**config.mk**
```make
export PLATFORM = sky130hd
export DESIGN_NAME = dtc_frame_io
export DESIGN_NICKNAME = d
export VERILOG_FILES = /design/src/rtl/dtc_frame_io.sv
export SDC_FILE = /design/constraint.sdc
export NUM_CORES = 1
export LEC_CHECK = 0
export CELL_PAD_IN_SITES_DETAIL_PLACEMENT = 1
export CELL_PAD_IN_SITES_GLOBAL_PLACEMENT = 2
export CORE_MARGIN = 4
export CORE_UTILIZATION = 42
export CTS_CLUSTER_SIZE = 24
export DETAILED_ROUTE_END_ITERATION = 10
export PLACE_DENSITY_LB_ADDON = 0.15
export SYNTH_ARGS = -nofsm -noshare
export SYNTH_HDL_FRONTEND = slang
export SYNTH_SLANG_ARGS = --single-unit
export TNS_END_PERCENT = 50
```
**constraint.sdc**
```tcl
create_clock -name clk -period 6.5 [get_ports clk]
set_clock_uncertainty 0.05 [all_clocks]
set_input_delay 1.3 -clock clk [delete_from_list [all_inputs] [get_ports clk]]
set_output_delay 1.3 -clock clk [all_outputs]
set_load 0.05 [all_outputs]
```
**src/rtl/dtc_frame_io.sv**
```systemverilog
// dtc_frame_io: assembles two-byte frames into a 12-bit feature vector for a combinational
// decision-tree classifier and queues the tagged, settled class label in a valid/ready FIFO.
module dtc_frame_io #(
  parameter int SETTLE_CYC = 1,
  parameter int FIFO_DEPTH = 4,
  parameter int TAG_W = 4
) (
  input  logic             clk,
  input  logic             rst_n,
  input  logic             s_valid,
  output logic             s_ready,
  input  logic [7:0]       s_data,
  output logic [11:0]      feat_o,
  input  logic [2:0]       class_i,
  output logic             m_valid,
  input  logic             m_ready,
  output logic [2:0]       m_class,
  output logic [TAG_W-1:0] m_tag,
  output logic             m_err,
  output logic             busy
);
  localparam int AW = $clog2(FIFO_DEPTH);
  typedef enum logic [1:0] {B0, B1, SETTLE, CAP} state_t;
  state_t st;
  logic en, err_r, s_fire, push, pop;
  logic [3:0] cnt;
  logic [TAG_W-1:0] tag;
  logic [AW-1:0] wp, rp;
  logic [AW:0] count;
  logic [2:0] mem_class [FIFO_DEPTH];
  logic [TAG_W-1:0] mem_tag [FIFO_DEPTH];
  logic [FIFO_DEPTH-1:0] mem_err;
  // a free slot is reserved only when a frame starts, so the CAP push can never overflow
  assign s_ready = en && ((st == B0 && count < (AW+1)'(FIFO_DEPTH)) || st == B1);
  assign s_fire = s_valid && s_ready;
  assign push = st == CAP;
  assign pop = m_valid && m_ready;
  assign m_valid = count != '0;
  assign m_class = mem_class[rp];
  assign m_tag = mem_tag[rp];
  assign m_err = mem_err[rp];
  assign busy = st != B0;
  always_ff @(posedge clk or negedge rst_n) begin
    if (!rst_n) begin
      st <= B0;
      en <= 1'b0;
      feat_o <= '0;
      err_r <= 1'b0;
      cnt <= '0;
      tag <= '0;
    end else begin
      en <= 1'b1;
      case (st)
        B0: if (s_fire) begin
          feat_o[7:0] <= s_data;
          st <= B1;
        end
        B1: if (s_fire) begin
          feat_o[11:8] <= s_data[3:0];
          err_r <= |s_data[7:4];
          cnt <= 4'(SETTLE_CYC - 1);
          st <= SETTLE;
        end
        SETTLE: if (cnt == '0) st <= CAP; else cnt <= cnt - 1'b1;
        CAP: begin
          tag <= tag + 1'b1;
          st <= B0;
        end
        default: st <= B0;
      endcase
    end
  end
  always_ff @(posedge clk or negedge rst_n) begin
    if (!rst_n) begin
      wp <= '0;
      rp <= '0;
      count <= '0;
      mem_err <= '0;
      for (int i = 0; i < FIFO_DEPTH; i++) begin
        mem_class[i] <= '0;
        mem_tag[i] <= '0;
      end
    end else begin
      if (push) begin
        mem_class[wp] <= class_i;
        mem_tag[wp] <= tag;
        mem_err[wp] <= err_r;
        wp <= wp + 1'b1;
      end
      if (pop) rp <= rp + 1'b1;
      count <= count + (AW+1)'(push) - (AW+1)'(pop);
    end
  end
endmodule
```
==> impl_metrics.tcl <==
set metrics [dict create \
    nets 278 \
    yosysTopAreaCellShare 0.537 \
    cts_resized 0 \
    clkLatencyLatePin_ps 320 \
    syn-num-nets 233 \
    fin_crit_sh 0.574 \
    pin_count 38 \
    r2r_cells 9 \
    cts_root_buf "clkbuf_8" \
    worstHoldEndpoint "mem_class[4]$_DFFE_PN0P_" \
    routed_via_density 4.95 \
    async_flop_share 1.00 \
    fin_tns_setup_ps 0 \
    hp-start "mem_class[4]$_DFFE_PN0P_" \
    synth_area_um2 2930 \
    max_cap_violations 0 \
    antenna_left 0 \
    wirelength_mm 5.38 \
    grt_use_total 0.142 \
    cts_tree "done" \
    required_ps 5150 \
    die_x_um 91.6 \
    antenna_found_initial 0 \
    hold-worst-slack_ps 452 \
    port-buffer-count 37 \
    report.final.slew_viol_count 0 \
    ctsLongestPathBuffers 2 \
    r2r_end "count[2]$_DFF_PN0_" \
    post_cts_buffers 0 \
    outcome "finished, final reports clean" \
    synthCells 204 \
    critPathMaxFanout 10 \
    grt_pass1_wl_mm 9.26 \
    postCtsHoldBufs 0 \
    grt_overflow 0 \
    dp_hpwl_mm 3.77 \
    grt_pass1_vias 1910 \
    yosys_register_bits 63 \
    final-setup-viol-count 0 \
    slew_headroom 0.486 \
    drive_above_1_share 0.316 \
    yosysTopAreaCell "dfrtp_1" \
    hp-class "register to register" \
    cts_buffers 9 \
    place_congestion 0.740 \
    synth-main-ff-cell "dfrtp_1" \
    via_count 1726 \
    cp-end-kind "output pin" \
    synth_common_cells "63 x dfrtp_1, 37 x mux2_2, 13 x ha_1, 12 x inv_1" \
    firstDrtPassIters 3 \
    drt_iter0_drc 47 \
    avgSynthCellArea_um2 14.4 \
    core_um2 6790 \
    startpoint "rp[0]$_DFFE_PN0P_" \
    clkTransAtPathRegs_ps 70 \
    reg2reg_slack_ps 4120 \
    hold_path_depth 1 \
    seq_area_frac_synth 0.537 \
    max_slew.worst_pin.slew_ps 771 \
    yosysMostFrequentCell "dfrtp_1" \
    rsz0062_at_grt "false" \
    die_h_um 91.6 \
    ctsHtreeMaxLevel 3 \
    critPathArrivalTime_ps 2380 \
    start_util 0.432 \
    synth_edf_count 0 \
    fmax_mhz 268 \
    grt_max_degree 64 \
    ys_types 38 \
    num_rows 30 \
    synth.top_cells.by_area "dfrtp_1 54%, mux2_2 14%, mux4_2 6.1%" \
    routedWlPerCell_um 15.4 \
    n_antenna_cell 0 \
    criticalPathCategory "register to output pin" \
    post-route-min-period_ps 3730 \
    hold_viol 0 \
    reg2reg_from "count[2]$_DFF_PN0_" \
    dieArea_um2 8390 \
    start_kind "register" \
    synth-warning-count 0 \
    area_growth_pct 21.7 \
    drc 0 \
    clock_sinks 63 \
]
## metal layers
layer	part of all wire	routed length [um]	vias to the layer above	GRT usage
met5	0	0	-	0
met4	0.011	57	0	0.0377
met3	0.036	194	5	0.0505
met2	0.55	2930	25	0.245
met1	0.41	2200	887	0.166
li1	-	-	809	-
## sequential cells by signal (all words and copies together) (netlist names)
signal,count
st,2
mem_tag,16
count,3
err_r,1
mem_class,12
en,1
wp,2
cnt,4
mem_err,4
rp,2
feat_o,12
tag,4
## worst max-delay path by stage
stage                     depth (start not counted)  slack, ps       to
after floorplan                                   5       3570  s_ready
after global placement                            2       3090    m_err
after detailed placement                          2       3070    m_err
after CTS                                         2       2700    m_err
after global routing                              2       2630    m_err
final                                             2       2770    m_err
## layout by cell type, fill, tap and decap left out, types with 3 or more instances in the layout
cell and instances:
mux2_4 8, xnor2_1 5, clkdlybuf4s50_1 36, ha_1 13
clkbuf_8 10, clkinv_2 3, nand3_1 5, o21ai_0 4
nand2_2 4, xor2_1 3, dfrtp_1 63, inv_1 12
nand2_1 6, mux2_2 37, mux4_2 8
## layout make-up
| class | instances | area (um^2) |
|---|---|---|
| tap | 96 | 120 |
| sequential | 63 | 1580 |
| inverter | 13 | 48.8 |
| timing repair buffer | 38 | 373 |
| clock buffer | 11 | 141 |
| multi-input combinational | 124 | 1290 |
| fill | 688 | 3220 |
| clock inverter | 4 | 22.5 |
## critical path, cell delays in order (launching register included)
cell and delay (ps):
dfrtp_1 750, mux4_2 590, clkdlybuf4s50_1 720
## cell families (layout without fill, tap and decap cells)
group / count (synthesis) / after routing / synth area share
flops: 63 / 63 / 0.537
mux: 54 / 54 / 0.248
simple gates: 33 / 33 / 0.0652
buf+inv: 17 / 66 / 0.0230
fa+ha+maj: 14 / 14 / 0.0623
compound gates: 14 / 14 / 0.0388
xor+xnor: 8 / 8 / 0.0239
other cells: 1 / 1 / 0.00128
## metrics by stage
stage / setup slack, ps / utilization / area [um^2] / cells
finish: 2770 / 0.526 / 3570 / 349
global route: 2630 / 0.526 / 3570 / 349
CTS: 2700 / 0.526 / 3570 / 349
detailed placement: 3070 / 0.502 / 3410 / 334
global placement: 3090 / 0.502 / 3410 / 334
floorplan: 3570 / - / 2930 / 204
Power is not shown: default switching activity piles up to over one toggle a cycle in this logic, so the estimate is an artifact.
